File: src/rtl/dsram_axi_bridge.sv
// dsram_axi_bridge: single-beat AXI4 master serving the MEM-stage data SRAM port with stall and error reporting
module dsram_axi_bridge #(
  parameter logic [3:0]  AXI_ID    = 4'b0001,
  parameter int unsigned TIMEOUT_W = 8
) (
  input  logic        clk,
  input  logic        resetn,
  input  logic        data_sram_en,
  input  logic [3:0]  data_sram_wen,
  input  logic [31:0] data_sram_addr,
  input  logic [31:0] data_sram_wdata,
  output logic [31:0] data_sram_rdata,
  output logic        rdata_valid,
  output logic        stallreq,
  output logic        bus_err,
  output logic [3:0]  arid,
  output logic [31:0] araddr,
  output logic [7:0]  arlen,
  output logic [2:0]  arsize,
  output logic [1:0]  arburst,
  output logic        arvalid,
  input  logic        arready,
  input  logic [3:0]  rid,
  input  logic [31:0] rdata,
  input  logic [1:0]  rresp,
  input  logic        rlast,
  input  logic        rvalid,
  output logic        rready,
  output logic [3:0]  awid,
  output logic [31:0] awaddr,
  output logic [7:0]  awlen,
  output logic [2:0]  awsize,
  output logic [1:0]  awburst,
  output logic        awvalid,
  input  logic        awready,
  output logic [3:0]  wid,
  output logic [31:0] wdata,
  output logic [3:0]  wstrb,
  output logic        wlast,
  output logic        wvalid,
  input  logic        wready,
  input  logic [3:0]  bid,
  input  logic [1:0]  bresp,
  input  logic        bvalid,
  output logic        bready
);
  typedef enum logic [2:0] {IDLE, RD_AR, RD_R, WR_AWW, WR_B, DONE} state_t;
  state_t                state_q;
  logic [3:0]            wen_q;
  logic [31:0]           addr_q, wdata_q, rdata_q;
  logic [TIMEOUT_W-1:0]  wd_q;
  logic                  aw_done_q, w_done_q;
  logic                  arvalid_q, rready_q, awvalid_q, wvalid_q, bready_q;
  logic                  rdata_valid_q, bus_err_q;
  logic                  busy, expired, aw_hs, w_hs;
  logic                  unused_resp_id;
  assign busy    = (state_q == RD_AR) | (state_q == RD_R) | (state_q == WR_AWW) | (state_q == WR_B);
  assign expired = busy & (&wd_q);
  assign aw_hs   = awvalid_q & awready;
  assign w_hs    = wvalid_q & wready;
  assign unused_resp_id = ^{rid, bid, rlast};
  assign arid    = AXI_ID;
  assign araddr  = {addr_q[31:2], 2'b00};
  assign arlen   = 8'd0;
  assign arsize  = 3'b010;
  assign arburst = 2'b01;
  assign arvalid = arvalid_q;
  assign rready  = rready_q;
  assign awid    = AXI_ID;
  assign awaddr  = addr_q;
  assign awlen   = 8'd0;
  assign awburst = 2'b01;
  assign awvalid = awvalid_q;
  assign wid     = AXI_ID;
  assign wdata   = wdata_q;
  assign wstrb   = wen_q;
  assign wlast   = 1'b1;
  assign wvalid  = wvalid_q;
  assign bready  = bready_q;
  assign data_sram_rdata = rdata_q;
  assign rdata_valid     = rdata_valid_q;
  assign bus_err         = bus_err_q;
  assign stallreq = resetn & (((state_q == IDLE) & data_sram_en) | busy);
  // Single-lane stores use byte size, aligned halfword pairs use halfword, everything else word
  assign awsize = (wen_q == 4'b0001 || wen_q == 4'b0010 || wen_q == 4'b0100 || wen_q == 4'b1000) ? 3'd0 :
                  (wen_q == 4'b0011 || wen_q == 4'b1100) ? 3'd1 : 3'd2;
  // Transaction FSM: watchdog expiry overrides any handshake in the same cycle
  always_ff @(posedge clk or negedge resetn) begin
    if (!resetn) begin
      state_q       <= IDLE;
      wen_q         <= '0;
      addr_q        <= '0;
      wdata_q       <= '0;
      rdata_q       <= '0;
      wd_q          <= '0;
      aw_done_q     <= 1'b0;
      w_done_q      <= 1'b0;
      arvalid_q     <= 1'b0;
      rready_q      <= 1'b0;
      awvalid_q     <= 1'b0;
      wvalid_q      <= 1'b0;
      bready_q      <= 1'b0;
      rdata_valid_q <= 1'b0;
      bus_err_q     <= 1'b0;
    end else begin
      rdata_valid_q <= 1'b0;
      bus_err_q     <= 1'b0;
      if (busy) wd_q <= wd_q + 1'b1;
      if (expired) begin
        state_q   <= DONE;
        arvalid_q <= 1'b0;
        rready_q  <= 1'b0;
        awvalid_q <= 1'b0;
        wvalid_q  <= 1'b0;
        bready_q  <= 1'b0;
        bus_err_q <= 1'b1;
      end else begin
        case (state_q)
          IDLE: if (data_sram_en) begin
            wen_q     <= data_sram_wen;
            addr_q    <= data_sram_addr;
            wdata_q   <= data_sram_wdata;
            wd_q      <= '0;
            aw_done_q <= 1'b0;
            w_done_q  <= 1'b0;
            if (data_sram_wen == 4'b0000) begin
              state_q   <= RD_AR;
              arvalid_q <= 1'b1;
            end else begin
              state_q   <= WR_AWW;
              awvalid_q <= 1'b1;
              wvalid_q  <= 1'b1;
            end
          end
          RD_AR: if (arready) begin
            arvalid_q <= 1'b0;
            rready_q  <= 1'b1;
            state_q   <= RD_R;
          end
          RD_R: if (rvalid) begin
            rready_q      <= 1'b0;
            rdata_q       <= rdata;
            rdata_valid_q <= 1'b1;
            bus_err_q     <= |rresp;
            state_q       <= DONE;
          end
          WR_AWW: begin
            if (aw_hs) begin
              awvalid_q <= 1'b0;
              aw_done_q <= 1'b1;
            end
            if (w_hs) begin
              wvalid_q <= 1'b0;
              w_done_q <= 1'b1;
            end
            if ((aw_done_q | aw_hs) & (w_done_q | w_hs)) begin
              bready_q <= 1'b1;
              state_q  <= WR_B;
            end
          end
          WR_B: if (bvalid) begin
            bready_q  <= 1'b0;
            bus_err_q <= |bresp;
            state_q   <= DONE;
          end
          default: state_q <= IDLE;
        endcase
      end
    end
  end
endmodule
File: config.mk
export PLATFORM = sky130hd
export DESIGN_NAME = dsram_axi_bridge
export DESIGN_NICKNAME = d
export VERILOG_FILES = /design/src/rtl/dsram_axi_bridge.sv
export SDC_FILE = /design/constraint.sdc
export NUM_CORES = 1
export LEC_CHECK = 0
export ABC_AREA = 1
export CAP_MARGIN = 20
export CORE_MARGIN = 5
export CORE_UTILIZATION = 40
export DETAILED_ROUTE_END_ITERATION = 7
export PLACE_DENSITY = 0.92
export SLEW_MARGIN = 0
export SYNTH_ARGS = -nofsm -noshare
export SYNTH_HDL_FRONTEND = slang
export SYNTH_SLANG_ARGS = --single-unit
File: constraint.sdc
create_clock -name clk -period 2.2 [get_ports clk]
set_clock_uncertainty 0.2 [all_clocks]
set_input_delay 0.33 -clock clk [delete_from_list [all_inputs] [get_ports clk]]
set_output_delay 0.33 -clock clk [all_outputs]
set_load 0.01 [all_outputs]
* Word level (Yosys, flattened, before mapping)
Index checks and enable logic that the tools add are counted.
** Storage, ports and cells
- Flip-flop bits (word level) :: 120
** Operators by class
- $add $sub $neg :: 1
- Equal/unequal tests :: 22
- Mux-type cells :: 47
- Bitwise gates (word level) :: 13
- Reduce and logical (&&, ||, !) cells :: 24
** Operator list (count)
- two-way mux 8 bit :: 4
- two-way mux 1 bit :: 25
- inequality test 3 bit, second input constant :: 7
- AND reduction 4 bit :: 5
- two-way mux 3 bit :: 6
- one-hot mux 1 bit (2 select lines) :: 8
- one-hot mux 3 bit (5 select lines) :: 1
- AND reduction 3 bit :: 4
- nonzero test 3 bit :: 4
- adder 8 x 1 -> 8 bit, second input constant :: 1
- == test 4 x 2 -> 1 bit, second input constant :: 2
- == test 4 bit, second input constant :: 2
- AND reduction 8 bit :: 1
- bitwise AND 1 bit :: 6
- == test 3 x 2 -> 1 bit, second input constant :: 2
- two-way mux 2 bit :: 3
- inequality test 2 bit, second input constant :: 3
- inequality test 3 x 2 -> 1 bit, second input constant :: 2
- bitwise OR 1 bit :: 6
- AND reduction 5 bit :: 1
- == test 4 x 1 -> 1 bit, second input constant :: 1
- == test 4 x 3 -> 1 bit, second input constant :: 1
- zero test 4 bit :: 1
- logical OR 1 bit :: 4
- other kinds (6) :: 7

* Depth between registers and ports, before layout
Gate-level depths: netlist (run 1).
- Depth after elaboration :: 8
- Mapped depth :: 11

* Worst setup path before layout (run 1)
No wires, ideal clock.
- Path kind :: flip-flop to flip-flop
- Start :: reg wd_q[0]
- End :: reg rdata_q[10], in the netlist data_sram_rdata[10]
- Arrival :: 1.309 ns
- Required time :: 1.884 ns
- Setup slack :: 0.575 ns
- Stages on the path, launching flop included :: 10
- Path buffers :: 1
- Clock period less this slack :: 1.625 ns
- Path through :: dfrtp_1 > ha_1 > nand3_1 > nor2_1 > nand2_4 > nand2_4 > inv_8 > buf_12 > nand2_2 > nand2_1
** Between the ends
- Word-level cells in the longest chain between the ends :: 4
** Ends and longest elaborated chain
- start: declaration :: RTL line 51 : logic [TIMEOUT_W-1:0] wd_q;
- start signal: assignment :: RTL line 108 : if (busy) wd_q <= wd_q + 1'b1;
- AND reduction 8 bit :: RTL line 58 : assign expired = busy & (&wd_q);
- bitwise AND 1 bit :: RTL line 58
- inverter 1 bit (no line)
- AND reduction 3 bit (no line)
- end signal: assignment :: RTL line 142 : rdata_q <= rdata;
- end: declaration :: RTL line 50 : logic [31:0] addr_q, wdata_q, rdata_q;
No other way between the ends.
A chain may end at the register's enable or synchronous reset.

* Worst setup path after layout (run 1)
- Start :: reg state_q[0]
- End :: out stallreq
** Between the ends
- Word-level cells in the longest chain between the ends :: 6
- Elaborated cells on any way between the ends :: 11
- Those cells by class :: 4 x eq/ne; 6 x bitwise; 1 x reduce/logical
** Ends and longest elaborated chain
- start: declaration :: RTL line 48 : state_t state_q;
- start signal: assignment :: RTL line 90 : state_q <= IDLE;
- start signal: assignment :: RTL line 110 : state_q <= DONE;
- start signal: assignment :: RTL line 127 : state_q <= RD_AR;
- == test 3 x 1 -> 1 bit / == test 3 x 2 -> 1 bit (equally long branches) :: RTL line 57 : assign busy = (state_q == RD_AR) | (state_q == RD_R) | (state_q == WR_AWW) | (state_q == WR_B);
- bitwise OR 1 bit (3 in series) :: RTL line 57
- bitwise OR 1 bit (*) :: RTL line 83 : assign stallreq = resetn & (((state_q == IDLE) & data_sram_en) | busy);
- bitwise AND 1 bit (*) :: RTL line 83
- end: declaration :: RTL line 14 : output logic stallreq,
Every way passes the cells marked *; elsewhere a longest branch is shown, timed or not.

==> results of run 1 <==
[power by group through the flow]
stage / registers (µW) / clock network (µW) / logic [µW]
after floorplan: 4240 / 0 / 2590
after global placement: 3860 / 0 / 5630
after detailed placement: 3900 / 0 / 5810
after CTS: 3910 / 2780 / 5820
after global routing: 4050 / 2880 / 6280
final: 3910 / 2720 / 5740
[final cells by class]
| type | count | area [µm²] |
|---|---|---|
| Fill cell | 1132 | 5320 |
| Sequential cell | 120 | 3010 |
| Timing Repair Buffer | 262 | 2630 |
| Multi-Input combinational cell | 466 | 2060 |
| Clock buffer | 24 | 492 |
| Tap cell | 180 | 225 |
| Inverter | 27 | 109 |
| Clock inverter | 7 | 92.6 |
[state kept, by name (all words and copies together) (netlist names), 3 cells and up]
register	flops
awaddr	32
data_sram_rdata	32
state_q	3
wd_q	8
wdata	32
wstrb	4
[what timing repair did]
action                                  4_1_cts  5_1_grt
hold buffers                                  1        0
setup buffers                                 1        0
endpoints found under the hold margin       120        0
endpoints found under the setup margin        3        0
resized for setup                            10        0
[logic make-up after synthesis]
kind of cell | count (synthesis) | synth area share [%]
AO/OA/AOI/OAI | 21 | 2.26
XOR/XNOR | 4 | 0.614
adder cells (fa/ha/maj) | 1 | 0.219
buffers and inverters | 117 | 13.9
flip-flops | 120 | 52.6
other | 2 | 0.132
AND/OR/NAND/NOR | 401 | 30.3
[metrics by stage]
stage,cell area [µm²],std cells
floorplan,5850,703
global placement,8000,1053
detailed placement,8000,1053
CTS,8610,1086
global route,8610,1086
finish,8610,1086
[tightest hold or removal path, cell delays in order]
cell,delay (ps)
clkdlybuf4s50_1,390
nand2_1,60
nand2_1,40
[synth_stat cells (all sizes together)]
cell type  count
nand2        348
dfrtp        120
buf           89
inv           26
nor2          26
nand3         19
o21ai         11
nand4          5
a21oi          3
o22ai          3
xor2           3
conb           2
o21bai         2
a31oi          1
and3           1
clkbuf         1
clkinv         1
ha             1
nand3b         1
nor3           1
o211ai         1
xnor2          1
[worst max-delay path by stage]
| stage | startpoint | endpoint | cells past startpoint |
|---|---|---|---|
| 2_1_floorplan | wd_q[0] | data_sram_rdata[10] | 9 |
| 3_3_place_gp | data_sram_en | stallreq | 4 |
| 3_5_place_dp | data_sram_en | stallreq | 4 |
| 4_1_cts | state_q[0] | stallreq | 5 |
| 5_1_grt | state_q[0] | stallreq | 5 |
| 6_report | state_q[0] | stallreq | 5 |
[metal layers]
| layer | wire length (µm) | share of wire, % | global-route usage [%] |
|---|---|---|---|
| met1 | 6200 | 38 | 21.8 |
| met5 | 0 | 0 | 0 |
| met2 | 8230 | 50 | 34.4 |
| met3 | 1620 | 9.8 | 6.51 |
| met4 | 384 | 2.3 | 7.46 |
==> out/summary.txt, run 1 <==
Placer Congestion: 0.820
CTS Buf Count: 17
CP top delay family: flip-flops
Warnings, synthesis: 0
Worst Hold Class: input pin to flop
antenna violation net count after detailed routing: 0
clock sink total: 120
Via density: 4.55
final slew viol count: 0
slowest CP cell: dfrtp_2
GRT Residual Overflow: 0
layout cells sized above 1: 10.8%
worst hold start: rdata[1]
routed via count: 4943
Tmin final: 2110 ps
Clock Power Share: 22.0%
layout net count: 1016
Reg clk slew, reported paths: 60 ps
die height: 129 µm
r2r endpoint: data_sram_rdata[25]
Yosys reg bits: 120
clock buffer depth: 2
Peak VDD IR: 583 µV
Max-Cap Viols: 0
Routed WL per cell: 15.1 µm
WP data required: 1670 ps
worst stage delay on the critical path: 460 ps
mapped cell area: 5710 µm²
Pwr Total: 12400 µW
worst min-delay path endpoint: data_sram_rdata[1]
Detail Placement HPWL: 12200 µm
Seq pwr share: 31.6%
All-Layer GR Usage: 19.5%
TritonCTS clock tree: yes
worst setup margin: 89.1 ps
Comb power frac: 46.4%
Clock Latency Late Sink: 410 ps
syn avg cell area: 8.57 µm²
commonest non-fill, non-tap cell in the layout: nand2_1
Synth cell types: 35
Critical Path Most Common Cell: nor2_1
Final Setup Violations: 0
CP startpoint kind: flop
Lkg Pwr: 0.00429 µW
Root Buffer: clkbuf_16
pre-CTS setup slack: 132 ps
# DRC: 0
synth-to-layout area growth: 51.0%
DRT Wirelength: 16400 µm
r2r setup slk: 220 ps
Seq/Total Area, Yosys: 52.6%
Hold Slack: 257 ps
die area: 16800 µm²
r2r worst-path depth: 9
Psw: 4440 µW
top-area cell type share of the netlist area: 52.6%
initial DRC count: 230
RSZ-0062 raised after global routing: no
first-pass GRT wire length: 25400 µm
final core utilization: 61.8%
Setup Crit Path Kind: flop to output pin
Port Buffers: 251
status: completed
switching share of power: 35.9%
ANT cells: 0
H-tree levels: 4
area leader, netlist: dfrtp_1
IO Pins: 300
vias in the first global route: 5059
pwr dens: 1440 nW/µm²
Crit. End Element: output pin
Rel. slew slack: 57.0%
fin crit share: 95.9%
Worst Path Buf+Inv: 1
drt pass-1 iters: 4
most frequent cells in the layout: nand2_1, clkdlybuf4s50_1, dfrtp_1, conb_1, nand2_2
cell-internal power: 7940 µW
Mapped Cells: 666
largest net degree at the start of global routing: 121
setup TNS: 0 ps
crit-path max FO: 4
Data arrival, critical path: 1580 ps
FMAX: 474 MHz
core footprint: 13900 µm²
Tightest Pin Transition: 646 ps
initial antenna violation count: 0
starting density of the core: 41.0%
reg-to-reg startpoint: state_q[0]
Site Rows: 43
Final Hold Fails: 0
hold path depth: 3
chip width: 129 µm
top cells by area, synth: dfrtp_1, nand2_1, buf_4, nand2_2, nand3_1
crit-path cells: nor2_4 -> nand2_4 -> nor2_1 -> nor2_1 -> dlygate4sd2_1
(Power assumes the default switching activity.)
==> run 2: changes to the inputs <==
--- a/config.mk
+++ b/config.mk
@@ -10,6 +10,7 @@
 export CORE_MARGIN = 5
 export CORE_UTILIZATION = 40
 export DETAILED_ROUTE_END_ITERATION = 7
+export GPL_ROUTABILITY_DRIVEN = 0
 export PLACE_DENSITY = 0.92
 export SLEW_MARGIN = 0
 export SYNTH_ARGS = -nofsm -noshare
==> results of run 2 <==
No change in the layout: final DEF, timing and power equal those of run 1.
==> run 3: changes to the inputs <==
--- a/config.mk
+++ b/config.mk
@@ -8,10 +8,10 @@
 export ABC_AREA = 1
 export CAP_MARGIN = 20
 export CORE_MARGIN = 5
-export CORE_UTILIZATION = 40
+export CORE_UTILIZATION = 43
 export DETAILED_ROUTE_END_ITERATION = 7
 export GPL_ROUTABILITY_DRIVEN = 0
-export PLACE_DENSITY = 0.92
+export PLACE_DENSITY = 0.95
 export SLEW_MARGIN = 0
 export SYNTH_ARGS = -nofsm -noshare
 export SYNTH_HDL_FRONTEND = slang
==> constraint.sdc (replaced) <==
create_clock -name clk -period 2.6 [get_ports clk]
set_clock_uncertainty 0.2 [all_clocks]
set_input_delay 0.39 -clock clk [delete_from_list [all_inputs] [get_ports clk]]
set_output_delay 0.39 -clock clk [all_outputs]
set_load 0.01 [all_outputs]
==> run 3 against run 2 <==
Worst setup slack got worse by 1.6 ps; clock power decreased by 3%; critical path depth unchanged; critical endpoint unchanged.
==> out/summary.txt, run 3 (synthesized netlist as in run 1, its figures left out) <==
status: completed
Setup Crit Path Kind: flop to output pin
crit-path cells: nor2_4 -> nand2_4 -> nor2_2 -> nor2_1 -> clkdlybuf4s50_1
Final Setup Violations: 0
initial antenna violation count: 0
Port Buffers: 251
worst stage delay on the critical path: 490 ps
Comb power frac: 44.7%
Tmin final: 2510 ps
starting density of the core: 43.4%
Seq pwr share: 30.7%
worst setup margin: 87.5 ps
slowest CP cell: clkdlybuf4s50_1
initial DRC count: 325
Final Cell Area: 8650 µm²
Routed WL per cell: 14.5 µm
r2r endpoint: data_sram_rdata[14]
Rel. slew slack: 47.9%
DRT Wirelength: 15700 µm
IO Pins: 300
fin crit share: 96.6%
layout net count: 1012
All-Layer GR Usage: 19.7%
RSZ-0062 raised after global routing: no
clock buffer depth: 2
Crit. End Element: output pin
die height: 125 µm
reg-to-reg startpoint: state_q[1]
CTS Buf Count: 17
largest net degree at the start of global routing: 73
ANT cells: 0
Reg clk slew, reported paths: 60 ps
Psw: 3730 µW
pwr dens: 1240 nW/µm²
WP data required: 2010 ps
crit-path max FO: 7
TritonCTS clock tree: yes
routed via count: 4957
antenna violation net count after detailed routing: 0
commonest non-fill, non-tap cell in the layout: nand2_1
GRT Residual Overflow: 0
Lkg Pwr: 0.00429 µW
# Post-CTS Setup Buffers: 0
Site Rows: 42
Final Hold Fails: 0
Worst Hold Class: flop to flop
r2r setup slk: 640 ps
layout cells sized above 1: 10.2%
switching share of power: 34.8%
H-tree levels: 4
hold path depth: 2
Clock Power Share: 24.6%
core footprint: 13100 µm²
worst min-delay path endpoint: wdata[11]
Detail Placement HPWL: 11500 µm
FMAX: 398 MHz
Tightest Pin Transition: 779 ps
area post-placement: 7960 µm²
vias in the first global route: 5016
CP startpoint kind: flop
final slew viol count: 0
Hold Slack: 268 ps
chip width: 125 µm
first-pass GRT wire length: 24600 µm
drt pass-1 iters: 5
Data arrival, critical path: 1920 ps
# DRC: 0
Peak VDD IR: 725 µV
cell-internal power: 6990 µW
worst hold start: wdata[11]
most frequent cells in the layout: nand2_1, clkdlybuf4s50_1, dfrtp_1, conb_1, nand2_2
Via density: 4.59
Clock Latency Late Sink: 400 ps
r2r worst-path depth: 8
pre-CTS setup slack: 369 ps
synth-to-layout area growth: 51.7%
# fillers: 993
setup TNS: 0 ps
Max-Cap Viols: 0
Root Buffer: clkbuf_16
clock sink total: 120
die area: 15700 µm²
## run 3: changes by cell type in the layout (fill, tap and decap cells not counted), moves of 2 or more
cell,delta
dfrtp_1,+2
dfrtp_2,-2
buf_4,-4
clkinv_2,-2
clkdlybuf4s50_1,+3
bufinv_16,+3
clkinv_4,+2
dlygate4sd2_1,-3
clkbuf_1,-2
## run 3: worst max-delay path: cells and delay by family (launching register included)
| family | cells | cell delay, ps |
|---|---|---|
| buffers and inverters | 1 | 490 |
| DFF | 1 | 470 |
| and+or+nand+nor | 4 | 560 |
## run 3: worst max-delay path by stage
stage,from,end,cells past startpoint
final,state_q[1],stallreq,5
after global routing,state_q[1],stallreq,4
after CTS,state_q[1],stallreq,5
after detailed placement,data_sram_en,stallreq,4
after global placement,data_sram_en,stallreq,4
after floorplan,wd_q[0],data_sram_rdata[10],9
## run 3: timing repair
action	4_1_cts	5_1_grt
setup endpoints to repair	1	0
endpoints found under the hold margin	17	0
resized for setup	2	0
hold buffers	2	0
## run 3: per-stage QoR
stage / instances / power (µW) / util (%)
3_5_place_dp: 1045 / 8110 / 60.6
3_3_place_gp: 1045 / 7940 / 60.6
6_report: 1079 / 10700 / 65.9
5_1_grt: 1079 / 11400 / 65.9
2_1_floorplan: 703 / 5770 / -
4_1_cts: 1079 / 10800 / 65.9
## run 3: cell type report
type,count,area [µm²],area share [%]
flip-flops and latches,120,3000,34.7
repair buffers,258,2590,30.0
multi-input cells,466,2050,23.7
clock buffers,22,484,5.59
well taps,176,220,2.54
clock inverters,10,190,2.20
inverters,27,109,1.26
## run 3: metal layers
metal	up-vias	track usage [%]	routed length [µm]
li1	2382	-	-
met1	2293	22.1	6000
met2	256	33.9	7870
met3	26	7.16	1430
met4	0	8.23	358
met5	-	0	0
## run 3: power groups by stage
stage               combinational [µW]  sequential [µW]  clock, µW
global route                      5210             3410       2770
CTS                               4860             3290       2690
floorplan                         2190             3580          0
global placement                  4690             3250          0
finish                            4790             3290       2640
detailed placement                4820             3290          0
